==> config.mk <==
export PLATFORM = sky130hd
export DESIGN_NAME = vc_out_arbiter
export DESIGN_NICKNAME = d
export VERILOG_FILES = /design/src/rtl/vc_out_arbiter.sv
export SDC_FILE = /design/constraint.sdc
export NUM_CORES = 1
export LEC_CHECK = 0
export CORE_MARGIN = 2
export CORE_UTILIZATION = 30
export CTS_CLUSTER_DIAMETER = 150
export DETAILED_ROUTE_END_ITERATION = 10
export PLACE_DENSITY_LB_ADDON = 0.15
export SETUP_SLACK_MARGIN = 0.02
export SLEW_MARGIN = 10
export SYNTH_ARGS = -nofsm -noshare
export SYNTH_HDL_FRONTEND = slang
export SYNTH_SLANG_ARGS = --single-unit
export TNS_END_PERCENT = 50
==> constraint.sdc <==
create_clock -name clk -period 4.8 [get_ports clk]
set_clock_uncertainty 0.05 [all_clocks]
set_input_delay 0.96 -clock clk [delete_from_list [all_inputs] [get_ports clk]]
set_output_delay 0.96 -clock clk [all_outputs]
set_load 0.02 [all_outputs]
==> src/rtl/vc_out_arbiter.sv <==
// Virtual-channel output stage for one router output port.
// Round-robin arbitration across NUM_VC input VCs, gated by per-VC
// downstream credit counters, with an optional wormhole packet lock.
// The winning flit is registered onto the link one cycle after grant.
module vc_out_arbiter #(
  parameter int NUM_VC       = 6,
  parameter int DW           = 32,
  parameter int CREDIT_DEPTH = 4,
  parameter int LOCK_PKT     = 0
) (
  input  logic                      clk,
  input  logic                      rst,
  input  logic [NUM_VC*DW-1:0]      data_in,
  input  logic [NUM_VC-1:0]         valid_in,
  input  logic [NUM_VC-1:0]         tail_in,
  output logic [NUM_VC-1:0]         ready_out,
  input  logic                      credit_in,
  input  logic [$clog2(NUM_VC)-1:0] credit_vc,
  output logic [DW-1:0]             data_out,
  output logic                      valid_out,
  output logic [$clog2(NUM_VC)-1:0] vc_out,
  output logic                      credit_err
);

  localparam int VCW = $clog2(NUM_VC);
  localparam int CW  = $clog2(CREDIT_DEPTH + 1);
  localparam logic [CW-1:0]  CRED_MAX   = CW'(CREDIT_DEPTH);
  localparam logic [CW-1:0]  CRED_ONE   = CW'(1);
  localparam logic [CW-1:0]  CRED_ZERO  = CW'(0);
  localparam logic [VCW-1:0] LAST_VC    = VCW'(NUM_VC - 1);
  localparam logic [VCW-1:0] VC_ZERO    = VCW'(0);
  localparam logic [VCW-1:0] VC_ONE     = VCW'(1);
  localparam logic [VCW:0]   NUM_VC_EXT = (VCW + 1)'(NUM_VC);

  // State
  logic [CW-1:0]  credit_q [NUM_VC];
  logic [CW-1:0]  credit_d [NUM_VC];
  logic [VCW-1:0] ptr_q, ptr_d;
  logic           lock_q, lock_d;
  logic [VCW-1:0] lock_vc_q, lock_vc_d;
  logic           err_q, err_d;
  logic [DW-1:0]  data_q;
  logic           valid_q;
  logic [VCW-1:0] vc_q;

  // Combinational
  logic [DW-1:0]       flit_s [NUM_VC];
  logic [NUM_VC-1:0]   elig_s;
  logic [2*NUM_VC-1:0] rot_s;
  logic [VCW:0]        off_s;
  logic [VCW:0]        sum_s;
  logic                gnt_vld_s;
  logic [VCW-1:0]      gnt_idx_s;
  logic                ret_ok_s;
  logic [NUM_VC-1:0]   inc_s;
  logic [NUM_VC-1:0]   dec_s;

  // Split the packed input bus into per-VC flits and compute eligibility.
  always_comb begin
    for (int i = 0; i < NUM_VC; i++) begin
      flit_s[i] = data_in[i*DW +: DW];
      elig_s[i] = valid_in[i] && (credit_q[i] != CRED_ZERO) &&
                  (!lock_q || (lock_vc_q == VCW'(i)));
    end
  end

  // Round-robin pick: rotate eligibility so ptr lands at bit 0, take lowest set bit.
  always_comb begin
    rot_s     = {elig_s, elig_s} >> ptr_q;
    gnt_vld_s = |rot_s[NUM_VC-1:0];
    off_s     = {(VCW+1){1'b0}};
    for (int k = NUM_VC - 1; k >= 0; k--) begin
      if (rot_s[k]) begin
        off_s = (VCW + 1)'(k);
      end else begin
        off_s = off_s;
      end
    end
    sum_s = {1'b0, ptr_q} + off_s;
    if (sum_s >= NUM_VC_EXT) begin
      sum_s = sum_s - NUM_VC_EXT;
    end else begin
      sum_s = sum_s;
    end
    gnt_idx_s = sum_s[VCW-1:0];
  end

  // Pop strobe to the winning input buffer; suppressed while in reset.
  always_comb begin
    ready_out = {NUM_VC{1'b0}};
    if (gnt_vld_s && !rst) begin
      ready_out[gnt_idx_s] = 1'b1;
    end else begin
      ready_out = {NUM_VC{1'b0}};
    end
  end

  // Credit counter next state: a return and a grant on the same VC cancel out.
  always_comb begin
    ret_ok_s = credit_in && ({1'b0, credit_vc} < NUM_VC_EXT);
    err_d    = err_q | (credit_in & ~ret_ok_s);
    for (int i = 0; i < NUM_VC; i++) begin
      inc_s[i]    = ret_ok_s && (credit_vc == VCW'(i));
      dec_s[i]    = gnt_vld_s && (gnt_idx_s == VCW'(i));
      credit_d[i] = credit_q[i];
      case ({inc_s[i], dec_s[i]})
        2'b10: begin
          if (credit_q[i] == CRED_MAX) begin
            err_d = 1'b1;
          end else begin
            credit_d[i] = credit_q[i] + CRED_ONE;
          end
        end
        2'b01:   credit_d[i] = credit_q[i] - CRED_ONE;
        default: credit_d[i] = credit_q[i];
      endcase
    end
  end

  // Pointer and packet-lock next state; both only move on a grant.
  always_comb begin
    ptr_d     = ptr_q;
    lock_d    = lock_q;
    lock_vc_d = lock_vc_q;
    if (gnt_vld_s) begin
      ptr_d     = (gnt_idx_s == LAST_VC) ? VC_ZERO : (gnt_idx_s + VC_ONE);
      lock_d    = (LOCK_PKT != 0) ? ~tail_in[gnt_idx_s] : 1'b0;
      lock_vc_d = gnt_idx_s;
    end else begin
      ptr_d     = ptr_q;
      lock_d    = lock_q;
      lock_vc_d = lock_vc_q;
    end
  end

  // Arbitration state: credits, round-robin pointer, lock and sticky error.
  always_ff @(posedge clk) begin
    if (rst) begin
      for (int i = 0; i < NUM_VC; i++) begin
        credit_q[i] <= CRED_MAX;
      end
      ptr_q     <= VC_ZERO;
      lock_q    <= 1'b0;
      lock_vc_q <= VC_ZERO;
      err_q     <= 1'b0;
    end else begin
      for (int i = 0; i < NUM_VC; i++) begin
        credit_q[i] <= credit_d[i];
      end
      ptr_q     <= ptr_d;
      lock_q    <= lock_d;
      lock_vc_q <= lock_vc_d;
      err_q     <= err_d;
    end
  end

  // Link output register: load on grant, otherwise drop valid and hold payload.
  always_ff @(posedge clk) begin
    if (rst) begin
      data_q  <= {DW{1'b0}};
      valid_q <= 1'b0;
      vc_q    <= VC_ZERO;
    end else if (gnt_vld_s) begin
      data_q  <= flit_s[gnt_idx_s];
      valid_q <= 1'b1;
      vc_q    <= gnt_idx_s;
    end else begin
      valid_q <= 1'b0;
    end
  end

  assign data_out   = data_q;
  assign valid_out  = valid_q;
  assign vc_out     = vc_q;
  assign credit_err = err_q;

endmodule

# Word level (Yosys, flattened, before mapping)
# Memory sizes are Yosys's and may differ from the RTL's.
# Cells that the tools add are included.
[totals] n_memories=1 latch_bits=0 inputBits=210 reg_bits=40 mem_bits_ro=0 ram_bits=18 word_cells=144
[op_classes] n_eq_ne=28 bitwise_logic=10 order_cmp=5 mux=48 mul=0 reduce_logical=31 shift=1 add_sub_neg=15 div=0
[mem_list] memory="credit_q" words=6 word_bits=3 rd=6 rd_clocked_by_memory_dff=0 wr=6 line="36" rtl="logic [CW-1:0] credit_q [NUM_VC];"
[ops] op="$bmux W32 S3" count=1
[ops] op="$mux W32" count=2
[ops] op="$mux W3" count=15
[ops] op="$pmux W3 S2" count=6
[ops] op="$eq A3 B3 Y1 const B" count=10
[ops] op="$add A3 B1 Y3 const B" count=7
[ops] op="$logic_and A1 B1 Y1" count=21
[ops] op="$mux W4" count=5
[ops] op="$reduce_bool A3 Y1" count=6
[ops] op="$sub A3 B1 Y3 const B" count=6
[ops] op="$mux W1" count=17
[ops] op="$eq A2 B1 Y1 const B" count=6
[ops] op="$eq A2 B2 Y1 const B" count=6
[ops] op="$eq A3 B2 Y1 const B" count=4
[ops] op="$shr A12 B3 Y6" count=1
[ops] op="$or A1 B1 Y1" count=7
[ops] op="$eq A3 B1 Y1 const B" count=2
[ops] op="$logic_not A3 Y1" count=2
[ops] op="$mux W6" count=1
[ops] op="$reduce_or A6 Y1" count=1
[ops] op="$add A3 B4 Y4" count=1
[ops] op="$ge A4 B3 Y1 const B" count=1
[ops] op="$ge A4 B4 Y1 const B" count=1
[ops] op="$lt A3 B4 Y1 const B" count=1
[ops] op="8 further kinds" count=8

# Longest topological paths before layout
# Gate-level depths: netlist (run 1).
# An unclocked memory read counts as a cell.
[depth] ltp_word=27 mapped_depth=22 depth_no_buf=21

# Least setup slack after synthesis (run 1)
# OpenSTA, ideal clock, no wires.
[synth_timing] path_kind="input port to output port" start="in valid_in[3]" end="out ready_out[3]" cell_stages=12 path_buffers=3 setup_slack_ns=-0.525 arrival_ns=4.315 cell_sequence="o31ai_2 mux2_2 nor3_1 a311oi_1 a31oi_1 or3_1 ha_1 buf_1 buf_2 buf_1 nand2_1 nor3b_1"
[synth_via] elab_chain_cells=16 word_cells_on_any_way=20
[synth_rtl] element="start: declaration" line="14" rtl="input logic [NUM_VC-1:0] valid_in,"
[synth_rtl] element="$logic_and A1 B1 Y1 (*)" line="62" rtl="elig_s[i] = valid_in[i] && (credit_q[i] != CRED_ZERO) &&"
[synth_rtl] element="$shr A12 B3 Y6 (*)" line="69" rtl="rot_s = {elig_s, elig_s} >> ptr_q;"
[synth_rtl] element="$mux W3" line="73" rtl="if (rot_s[k]) begin"
[synth_rtl] element="$mux W4 (4 in a row)" line="73"
[synth_rtl] element="$mux W4 (*)" line="73"
[synth_rtl] element="$add A3 B4 Y4 (*)" line="79" rtl="sum_s = {1'b0, ptr_q} + off_s;"
[synth_rtl] element="$ge A4 B3 Y1 or $sub A3 B3 Y3 (tied branches)" line="80, 81"
[synth_rtl] element="$mux W3 (*)" line="80" rtl="if (sum_s >= NUM_VC_EXT) begin"
[synth_rtl] element="net sum_s[0]" line="51" rtl="logic [VCW:0] sum_s;"
[synth_rtl] element="$lt A3 B4 Y1 (not written as such) or $ge A3 B1 Y1 (tied branches)" line="92" rtl="ready_out[gnt_idx_s] = 1'b1;"
[synth_rtl] element="$logic_and A1 B1 Y1 (not written as such)" line="92"
[synth_rtl] element="$mux W1 (not written as such)" line="92"
[synth_rtl] element="$demux W1 S3 (*)" line="92"
[synth_rtl] element="$mux W6 (*)" line="91" rtl="if (gnt_vld_s && !rst) begin"
[synth_rtl] element="end: declaration" line="16" rtl="output logic [NUM_VC-1:0] ready_out,"
# Mark *: on every way through the listed nets, which the timed path passes. The rest lies on a longest branch.

# Worst setup path after layout (run 1)
[layout_timing] start="in valid_in[0]" end="out ready_out[4]"
[layout_via] elab_chain_cells=16 word_cells_on_any_way=20
[layout_rtl] element="$logic_and A1 B1 Y1 (*)" line="62"
[layout_rtl] element="$shr A12 B3 Y6 (*)" line="69"
[layout_rtl] element="$mux W3" line="73"
[layout_rtl] element="$mux W4 (5 in a row)" line="73"
[layout_rtl] element="$add A3 B4 Y4" line="79"
[layout_rtl] element="$ge A4 B3 Y1 or $sub A3 B3 Y3 (tied branches)" line="80, 81"
[layout_rtl] element="$mux W3" line="80"
[layout_rtl] element="$lt A3 B4 Y1 (not written as such) or $ge A3 B1 Y1 (tied branches)" line="92"
[layout_rtl] element="$logic_and A1 B1 Y1 (not written as such)" line="92"
[layout_rtl] element="$mux W1 (not written as such)" line="92"
[layout_rtl] element="$demux W1 S3" line="92"
[layout_rtl] element="$mux W6 (*)" line="91"
# Mark *: on every way between the ends. The rest lies on a longest branch, timed or not.

==> tab_implementation.tex, run 1 <==
\begin{tabular}{lr}
\hline
Metric & Value \\
\hline
\multicolumn{2}{l}{\textbf{Synthesis}} \\
Largest area contributor in the netlist & dfxtp\_1 \\
Sequential fraction of the synthesis area & 24.0\% \\
Number of instances in the synthesized netlist & 548 \\
Post-synth top flop & dfxtp\_1 \\
Total of warnings raised by yosys & 0 \\
Ys async rst share & 0\% \\
Register bit total from synthesis & 58 \\
Syn\_area\_per\_cell & 8.82 um2 \\
Post-synthesis instance area & 4830 um2 \\
Cells taking the most area after synthesis & dfxtp\_1, mux4\_2, mux2i\_1 \\
Area fraction of the dominant cell type after synthesis & 24.0\% \\
Count of flip-flops with a built-in enable after synthesis & 0 \\
Synthesized Nets & 769 \\
Yosys cell types & 63 \\
\multicolumn{2}{l}{\textbf{Die}} \\
X dimension of the die & 131 um \\
Number of I/O pins & 253 \\
Area of the die & 17100 um2 \\
Row count & 46 \\
Floorplan die height & 131 um \\
Standard cell core area & 15800 um2 \\
Initial core utilization & 30.5\% \\
\multicolumn{2}{l}{\textbf{Critical path}} \\
Max stage delay on crit path & 570 ps \\
Type of element launching the critical path & primary input \\
Master of the slowest instance on the critical path & fa\_2 \\
Critical path data arrival time & 3780 ps \\
Worst-path cell chain & buf\_4 > o31ai\_4 > mux2i\_4 > buf\_6 > nand2\_2 > o31ai\_1 > a31oi\_1 > nor2\_1 > or3\_4 > ha\_4 > fa\_2 > nand2\_2 > o21ba\_4 > nor2\_4 > nand3\_2 > nor2\_2 > buf\_6 \\
Worst Path Required & 3790 ps \\
Path type of the worst setup path & primary input to primary output \\
Capturing element type of the critical path & primary output \\
CP Max Fanout & 5 \\
\multicolumn{2}{l}{\textbf{Timing}} \\
Fin Setup TNS & 0 ps \\
Final critical-path share of the clock period & 99.9\% \\
Final Hold Violating Endpoints & 0 \\
Transition at the pin with the smallest max-transition slack & 896 ps \\
Max-slew violation count & 0 \\
Final number of setup-violating endpoints & 0 \\
Worst slew margin relative to its limit & 40.2\% \\
Setup repair after global routing missed its margin & true \\
Crit path time final & 4790 ps \\
Achievable Freq & 0.209 GHz \\
\multicolumn{2}{l}{\textbf{Clock network}} \\
Clk\_lat worst skew & 340 ps \\
Count of hold-fix buffers inserted at cts & 0 \\
TritonCTS clock tree & built \\
Depth of the CTS H-tree & 3 \\
Number of clock sinks & 58 \\
Maximum buffer depth of the clock tree & 2 \\
CTS clk-pin slew, worst paths & 60 ps \\
Cell at the root of the clock tree & clkbuf\_16 \\
CTS Buf Count & 9 \\
\multicolumn{2}{l}{\textbf{Power}} \\
Reg power frac & 11.4\% \\
Power share of the clock group & 9.3\% \\
Switching power total & 0.00307 W \\
Post-layout power & 0.00700 W \\
P\_leak & 3.34 nW \\
Maximum ir drop on the vdd rail & 0.000465 V \\
Logic pwr share & 79.2\% \\
Switching share of power & 43.8\% \\
Internal cell power & 0.00394 W \\
Total power density per cell area & 816 nW/um2 \\
\multicolumn{2}{l}{\textbf{Finish}} \\
Count of filler cells inserted in the layout & 1447 \\
Area growth from synthesis to final layout & 77.5\% \\
Leading cell type in the layout, fill and taps excluded & clkdlybuf4s50\_1 \\
Commonest non-fill, non-tap cells in the layout & clkdlybuf4s50\_1, buf\_4, nor2\_1, dfxtp\_1, a21oi\_1 \\
Antenna diode instance count & 0 \\
Fraction of layout cells with a size suffix above 1 & 24.0\% \\
Count of nets after finishing & 1065 \\
\multicolumn{2}{l}{\textbf{GRT}} \\
Pin count of the biggest net entering global routing & 43 \\
Antenna violations before repair & 0 \\
Met3 routing resource usage after global routing & 5.58\% \\
Aggregate global-route resource usage & 22.9\% \\
Routing layer with the top usage in global route & met2 \\
Met1 GRT Util & 25.2\% \\
Vias in the first global route & 5741 \\
Total congestion overflow & 0 \\
First-pass GRT wire length & 29.7 mm \\
M2 GR Usage & 43.3\% \\
\multicolumn{2}{l}{\textbf{Routing}} \\
Detailed router's first-iteration violation count & 203 \\
Post-detailed-route via-to-cell ratio & 5.14 \\
Wire length per cell after detailed routing & 18.3 um \\
DR vias & 5478 \\
Total Wirelength & 19.5 mm \\
Final antenna-violating net count & 0 \\
DRC violations left & 0 \\
First-pass DRT Iterations & 4 \\
\multicolumn{2}{l}{\textbf{Outcome}} \\
Status & completed \\
\multicolumn{2}{l}{\textbf{Placement}} \\
Placer Congestion & 0.823 \\
Number of buffers inserted by port buffering & 246 \\
Sum of net half-perimeters after detailed placement & 15.3 mm \\
\multicolumn{2}{l}{\textbf{Flow run}} \\
Count of max-cap constraint violations & 0 \\
\multicolumn{2}{l}{\textbf{Min path}} \\
Class of the tightest hold or removal check & flip-flop to flip-flop \\
\hline
\end{tabular}
==> power by group through the flow <==
stage	clock, W	combinational, W	sequential (W)
5_1_grt	0.000687	0.00602	0.000822
3_3_place_gp	0	0.00517	0.000798
3_5_place_dp	0	0.00526	0.000800
4_1_cts	0.000668	0.00548	0.000802
2_1_floorplan	0	0.00336	0.000934
6_report	0.000654	0.00555	0.000801
==> cell type report <==
class / count / area (um2) / share of cell area, %
sequential: 58 / 1160 / 13.5
clock inverter: 5 / 53.8 / 0.627
timing repair buffer: 325 / 3070 / 35.8
clock buffer: 11 / 243 / 2.83
inverter: 18 / 67.6 / 0.788
tap: 216 / 270 / 3.15
multi-input combinational: 432 / 3710 / 43.3
==> synthesized netlist by cell type, types with 2 or more instances <==
master,instances
a21oi_1,49
nor2_1,65
clkbuf_1,30
o31ai_4,3
inv_1,17
o31ai_1,6
or3_1,4
nor3b_1,4
nor4b_1,3
and3_1,3
a31o_2,2
fa_1,7
nor2b_1,3
o21ai_0,36
a31oi_1,5
ha_1,4
xnor2_1,8
nand3_1,15
nor3_1,38
dfxtp_1,58
nand4_1,6
a211oi_1,8
nand2_1,28
mux2i_2,2
o31ai_2,4
mux4_2,32
or4b_2,2
a311oi_1,3
and2_1,5
mux2_2,6
mux2i_4,3
o41ai_1,2
buf_1,2
nand3b_1,4
mux2i_1,41
nand2b_1,6
buf_2,8
==> what timing repair did <==
item | 4_1_cts | 5_1_grt
resized for setup | 83 | 22
pin swaps | 10 | 10
buffers inserted | 5 | 0
setup endpoints to repair | 46 | 12
==> flip-flops by register name (all words and copies together) (netlist names) <==
name,count
data_out,32
credit_q,18
ptr_q,3
vc_out,3
credit_err,1
valid_out,1
==> worst max-delay path: cells and delay by family <==
family | cells | cell delay (ps)
buffers and inverters | 3 | 410
adder cells (fa/ha/maj) | 2 | 740
AND/OR/NAND/NOR | 7 | 940
AO/OA/AOI/OAI | 4 | 580
multiplexers | 1 | 140
==> worst paths after layout <==
kind | start | endpoint | slack, ps | cells after the start
max reg2reg | credit_q[2][2]$_SDFFE_PP1P_ | credit_q[1][2]$_SDFFE_PP1P_ | 210 | 19
min | vc_out[0]$_SDFFE_PP0N_ | vc_out[0]$_SDFFE_PP0N_ | 420 | 2
min reg2reg | vc_out[0]$_SDFFE_PP0N_ | vc_out[0]$_SDFFE_PP0N_ | 420 | 2
max | valid_in[0] | ready_out[4] | 5 | 17
==> through the flow <==
step,hold WS (ps),worst slack (ps),instance area [um2],util [%],std cells
final,417,5.40,8580,54.2,1065
after global routing,455,-116,8580,54.2,1065
after CTS,424,-40.8,8490,53.6,1065
after detailed placement,416,-998,8060,50.9,1044
after global placement,406,-953,8060,50.9,1044
after floorplan,417,-41.9,4910,-,548
==> logic make-up after synthesis <==
logic type / synth area share, %
mux: 26.8
compound gates: 19.2
xor+xnor: 1.45
buf+inv: 4.71
flops: 24.0
simple gates: 20.0
fa+ha+maj: 3.93
==> per-layer routing <==
layer,part of all wire [%],wire length (um)
met1,38,7460
met2,55,10700
met3,5.6,1090
met4,1.7,323
met5,0,0
Note: power is estimated with default switching activity, not from simulation.
==> inputs of run 2 (changes only) <==
- CORE_MARGIN: 2 -> default
==> tab_implementation.tex, run 2 (synthesis gave the netlist of run 1 again) <==
\begin{tabular}{lr}
\hline
Metric & Value \\
\hline
\multicolumn{2}{l}{\textbf{Outcome}} \\
Status & finished, violations left \\
Violations in the final reports & setup timing \\
\multicolumn{2}{l}{\textbf{Flow run}} \\
Count of max-cap constraint violations & 0 \\
\multicolumn{2}{l}{\textbf{Power}} \\
Logic pwr share & 79.6\% \\
Switching share of power & 43.8\% \\
P\_leak & 3.37 nW \\
Power share of the clock group & 9.2\% \\
Maximum ir drop on the vdd rail & 0.000446 V \\
Switching power total & 0.00308 W \\
Total power density per cell area & 813 nW/um2 \\
Reg power frac & 11.3\% \\
Internal cell power & 0.00396 W \\
\multicolumn{2}{l}{\textbf{Critical path}} \\
CP Max Fanout & 5 \\
R2r startpoint & credit\_q[4][2]\$\_SDFFE\_PP1P\_ \\
Number of cells on the worst reg-to-reg path & 17 \\
Capture instance of the worst register-to-register path & credit\_q[1][2]\$\_SDFFE\_PP1P\_ \\
Reg-to-reg slack, setup & 210 ps \\
Type of element launching the critical path & primary input \\
Setup crit start & valid\_in[3] \\
Worst Path Required & 3790 ps \\
Capturing element type of the critical path & primary output \\
Critical path capture point & ready\_out[1] \\
Path type of the worst setup path & primary input to primary output \\
Critical path data arrival time & 3830 ps \\
\multicolumn{2}{l}{\textbf{Placement}} \\
Worst Setup Slack post-DPL & -987 ps \\
Number of buffers inserted by port buffering & 246 \\
Placer Congestion & 0.885 \\
Sum of net half-perimeters after detailed placement & 14.7 mm \\
\multicolumn{2}{l}{\textbf{Die}} \\
Area of the die & 16600 um2 \\
Row count & 46 \\
Number of I/O pins & 253 \\
Initial core utilization & 30.5\% \\
Standard cell core area & 15800 um2 \\
Floorplan die height & 129 um \\
X dimension of the die & 129 um \\
\multicolumn{2}{l}{\textbf{Clock network}} \\
Number of clock sinks & 58 \\
Clk\_lat worst skew & 340 ps \\
Depth of the CTS H-tree & 3 \\
Count of hold-fix buffers inserted at cts & 0 \\
Maximum buffer depth of the clock tree & 2 \\
CTS clk-pin slew, worst paths & 50 ps \\
Cell at the root of the clock tree & clkbuf\_16 \\
CTS Buf Count & 9 \\
TritonCTS clock tree & built \\
\multicolumn{2}{l}{\textbf{GRT}} \\
Total congestion overflow & 0 \\
Antenna violations before repair & 2 \\
Aggregate global-route resource usage & 23.5\% \\
First-pass GRT wire length & 29.5 mm \\
Vias in the first global route & 5591 \\
Pin count of the biggest net entering global routing & 51 \\
\multicolumn{2}{l}{\textbf{Finish}} \\
Fraction of layout cells with a size suffix above 1 & 25.2\% \\
Leading cell type in the layout, fill and taps excluded & clkdlybuf4s50\_1 \\
Combined area of the multi-input logic cells & 3740 um2 \\
Max reg flops & 32 \\
Count of filler cells inserted in the layout & 1417 \\
Reg area & 1160 um2 \\
Count of nets after finishing & 1070 \\
Commonest non-fill, non-tap cells in the layout & clkdlybuf4s50\_1, buf\_4, nor2\_1, dfxtp\_1, a21oi\_1 \\
Area growth from synthesis to final layout & 79.0\% \\
\multicolumn{2}{l}{\textbf{Timing}} \\
Final Hold Violating Endpoints & 0 \\
Worst slew margin relative to its limit & 32.2\% \\
Achievable Freq & 0.207 GHz \\
Crit path time final & 4840 ps \\
Setup repair after global routing missed its margin & true \\
Max-slew violation count & 0 \\
Smallest setup slack after layout & -37.9 ps \\
Final number of setup-violating endpoints & 3 \\
Fin Setup TNS & -47.8 ps \\
Transition at the pin with the smallest max-transition slack & 1020 ps \\
Final critical-path share of the clock period & 101\% \\
\multicolumn{2}{l}{\textbf{Routing}} \\
Detailed router's first-iteration violation count & 223 \\
Wire length per cell after detailed routing & 17.6 um \\
DR vias & 5414 \\
Total Wirelength & 18.9 mm \\
Final antenna-violating net count & 0 \\
DRC violations left & 0 \\
Post-detailed-route via-to-cell ratio & 5.06 \\
First-pass DRT Iterations & 4 \\
\multicolumn{2}{l}{\textbf{Min path}} \\
Hold path depth & 2 \\
Class of the tightest hold or removal check & flip-flop to flip-flop \\
\hline
\end{tabular}
-- run 2: cell type report --
class	instances	area share, %
Tap cell	216	3.12
Sequential cell	58	13.4
Inverter	18	0.781
Clock inverter	6	0.680
Clock buffer	9	2.60
Multi-Input combinational cell	432	43.2
Timing Repair Buffer	330	36.1
Antenna cell	2	0.0578
-- run 2: power by group through the flow --
| stage | sequential, W | combinational, W | clock (W) |
|---|---|---|---|
| detailed placement | 0.000799 | 0.00520 | 0 |
| CTS | 0.000798 | 0.00550 | 0.000662 |
| floorplan | 0.000934 | 0.00336 | 0 |
| global placement | 0.000795 | 0.00510 | 0 |
| global route | 0.000815 | 0.00607 | 0.000687 |
| finish | 0.000795 | 0.00560 | 0.000645 |
-- run 2: timing repair --
action,4_1_cts,5_1_grt
setup buffers,12,1
setup endpoints to repair,19,15
pin swaps,16,20
gates resized for setup,93,22
-- run 2: worst min path at each step --
stage / start / endpoint / slack, ps
after floorplan: credit_q[3][1]$_SDFFE_PP0P_ / credit_q[3][1]$_SDFFE_PP0P_ / 420
after global placement: vc_out[0]$_SDFFE_PP0N_ / vc_out[0]$_SDFFE_PP0N_ / 400
after detailed placement: vc_out[0]$_SDFFE_PP0N_ / vc_out[0]$_SDFFE_PP0N_ / 400
after CTS: vc_out[0]$_SDFFE_PP0N_ / vc_out[0]$_SDFFE_PP0N_ / 410
after global routing: vc_out[0]$_SDFFE_PP0N_ / vc_out[0]$_SDFFE_PP0N_ / 430
final: vc_out[0]$_SDFFE_PP0N_ / vc_out[0]$_SDFFE_PP0N_ / 400
-- run 2: critical path, cell delays in order --
cell      delay (ps)
buf_2            100
o31ai_4           90
mux2_4           310
a311oi_1         260
a31oi_1           70
or3_4            400
ha_4             170
fa_2             380
xnor2_4          200
nor2_2            60
o21ba_4          290
nand2_4           80
buf_6            130
nor3_4           170
buf_6            150
-- run 2: metal layers --
layer,vias up,wire (um),GRT usage [%]
li1,2661,-,-
met1,2565,7280,26.0
met2,162,10100,43.6
met3,26,1040,4.78
met4,0,484,9.83
met5,-,0,0
-- run 2: stage by stage --
step / instances / power, W / utilization [%] / hold slack, ps / area [um2]
floorplan: 548 / 0.00429 / - / 417 / 4910
global placement: 1041 / 0.00590 / 50.7 / 400 / 8020
detailed placement: 1041 / 0.00600 / 50.7 / 401 / 8020
CTS: 1068 / 0.00696 / 54.0 / 409 / 8550
global route: 1071 / 0.00757 / 54.7 / 431 / 8650
finish: 1071 / 0.00704 / 54.7 / 404 / 8650
==> inputs of run 3 (changes only) <==
- GPL_TIMING_DRIVEN: default -> 0
==> tab_implementation.tex, run 3 (synthesis gave the netlist of run 1 again) <==
\begin{tabular}{lr}
\hline
Metric & Value \\
\hline
\multicolumn{2}{l}{\textbf{Outcome}} \\
Status & finished, violations left \\
Violations in the final reports & setup timing \\
\multicolumn{2}{l}{\textbf{Critical path}} \\
Capturing element type of the critical path & primary output \\
Max stage delay on crit path & 400 ps \\
Worst-path cell chain & buf\_6 > o31ai\_4 > mux2i\_4 > buf\_6 > nand2\_2 > o31ai\_2 > a31oi\_1 > nor2\_1 > or3\_4 > ha\_4 > fa\_2 > xnor2\_2 > nand2\_2 > o21ba\_4 > buf\_6 > nor2\_4 > nand3\_2 > nor2\_1 > buf\_4 \\
R2r startpoint & ptr\_q[1]\$\_SDFFE\_PP0N\_ \\
Worst Path Required & 3790 ps \\
Path type of the worst setup path & primary input to primary output \\
Top Family by Delay on Critical Path & simple AND/OR/NAND/NOR gates \\
Count of buffering cells on the critical path with inverters included & 4 \\
Crit path top cell by count & buf\_6 \\
Master of the slowest instance on the critical path & or3\_4 \\
Critical path data arrival time & 3930 ps \\
Setup crit start & valid\_in[2] \\
CP Max Fanout & 5 \\
Type of element launching the critical path & primary input \\
\multicolumn{2}{l}{\textbf{Power}} \\
Reg power frac & 11.8\% \\
Total power density per cell area & 819 nW/um2 \\
P\_leak & 3.23 nW \\
Switching share of power & 45.4\% \\
Logic pwr share & 79.5\% \\
Switching power total & 0.00315 W \\
Internal cell power & 0.00379 W \\
Maximum ir drop on the vdd rail & 0.000392 V \\
Power share of the clock group & 8.6\% \\
\multicolumn{2}{l}{\textbf{GRT}} \\
Vias in the first global route & 5821 \\
Met3 routing resource usage after global routing & 6.57\% \\
First-pass GRT wire length & 30.8 mm \\
Antenna violations before repair & 1 \\
Met1 GRT Util & 26.6\% \\
Total congestion overflow & 0 \\
M2 GR Usage & 46.0\% \\
Pin count of the biggest net entering global routing & 11 \\
Routing layer with the top usage in global route & met2 \\
Aggregate global-route resource usage & 24.8\% \\
\multicolumn{2}{l}{\textbf{Clock network}} \\
TritonCTS clock tree & built \\
Cell at the root of the clock tree & clkbuf\_16 \\
CTS clk-pin slew, worst paths & 50 ps \\
Depth of the CTS H-tree & 3 \\
CTS Buf Count & 9 \\
Count of hold-fix buffers inserted at cts & 0 \\
Number of clock sinks & 58 \\
Maximum buffer depth of the clock tree & 2 \\
Clk\_lat worst skew & 340 ps \\
\multicolumn{2}{l}{\textbf{Timing}} \\
Smallest setup slack after layout & -141 ps \\
Achievable Freq & 0.202 GHz \\
Setup repair after global routing missed its margin & true \\
Max-slew violation count & 0 \\
Fin Setup TNS & -464 ps \\
Final number of setup-violating endpoints & 6 \\
Crit path time final & 4940 ps \\
Transition at the pin with the smallest max-transition slack & 884 ps \\
Final Hold Violating Endpoints & 0 \\
Final critical-path share of the clock period & 103\% \\
Worst slew margin relative to its limit & 41.1\% \\
\multicolumn{2}{l}{\textbf{Finish}} \\
Leading cell type in the layout, fill and taps excluded & clkdlybuf4s50\_1 \\
Fraction of layout cells with a size suffix above 1 & 21.1\% \\
Max reg flops & 32 \\
Commonest non-fill, non-tap cells in the layout & clkdlybuf4s50\_1, nor2\_1, dfxtp\_1, a21oi\_1, mux2i\_1 \\
Count of nets after finishing & 1061 \\
End-of-flow core utilization & 53.4\% \\
Area growth from synthesis to final layout & 75.0\% \\
\multicolumn{2}{l}{\textbf{Routing}} \\
Total Wirelength & 20.1 mm \\
DR vias & 5627 \\
Post-detailed-route via-to-cell ratio & 5.30 \\
Detailed router's first-iteration violation count & 340 \\
Wire length per cell after detailed routing & 18.9 um \\
DRC violations left & 0 \\
First-pass DRT Iterations & 7 \\
Final antenna-violating net count & 0 \\
\multicolumn{2}{l}{\textbf{Die}} \\
Area of the die & 16600 um2 \\
Row count & 46 \\
X dimension of the die & 129 um \\
Initial core utilization & 30.5\% \\
Floorplan die height & 129 um \\
Standard cell core area & 15800 um2 \\
Number of I/O pins & 253 \\
\multicolumn{2}{l}{\textbf{Placement}} \\
Number of buffers inserted by port buffering & 245 \\
Sum of net half-perimeters after detailed placement & 15.6 mm \\
Placer Congestion & 0.835 \\
\multicolumn{2}{l}{\textbf{Min path}} \\
Class of the tightest hold or removal check & flip-flop to flip-flop \\
Hold\_sp & vc\_out[0]\$\_SDFFE\_PP0N\_ \\
\multicolumn{2}{l}{\textbf{Flow run}} \\
Count of max-cap constraint violations & 0 \\
\hline
\end{tabular}
-- run 3: power by group through the flow --
stage	Clock (W)	Sequential [W]	Combinational [W]
after floorplan	0	0.000934	0.00336
after global placement	0	0.000810	0.00470
after detailed placement	0	0.000816	0.00479
after CTS	0.000611	0.000817	0.00524
after global routing	0.000632	0.000843	0.00595
final	0.000599	0.000821	0.00551
-- run 3: area by class of cell --
cell class	count	area, um2
Fill cell	1417	7370
Multi-Input combinational cell	432	3720
Timing Repair Buffer	282	2740
Sequential cell	58	1160
Tap cell	216	270
Clock buffer	11	243
Buffer	39	231
Inverter	18	67.6
Clock inverter	5	30.0
Antenna cell	1	2.50
-- run 3: path summary, 6_finish.rpt --
path / endpoint / slack, ps / cells past startpoint
setup / recovery: ready_out[4] / -140 / 19
hold / removal: vc_out[0]$_SDFFE_PP0N_ / 410 / 2
setup reg to reg: credit_q[3][2]$_SDFFE_PP1P_ / 10 / 20
hold reg to reg: vc_out[0]$_SDFFE_PP0N_ / 410 / 2
-- run 3: stage by stage --
step	instance area (um2)	power, W	hold WS [ps]	cells	worst slack, ps
floorplan	4910	0.00429	417	548	-41.9
global placement	7630	0.00551	395	1009	-1640
detailed placement	7630	0.00560	397	1009	-1750
CTS	8300	0.00667	403	1053	-187
global route	8460	0.00742	450	1062	-262
finish	8460	0.00693	410	1062	-141
-- run 3: layer usage --
metal / up-vias / routed length, um
li1: 2646 / -
met1: 2692 / 7560
met4: 0 / 645
met3: 52 / 1280
met2: 237 / 10600
met5: - / 0
-- run 3: tightest hold or removal path, stage by stage (launching register included) --
cell     delay (ps)
dfxtp_1         300
nand2_1          50
a21oi_1          50
-- run 3: what timing repair did --
action | CTS | global route
setup endpoints to repair | 58 | 46
pin swaps | 16 | 16
setup buffers | 28 | 9
cloned | 0 | 0
gates resized for setup | 103 | 30
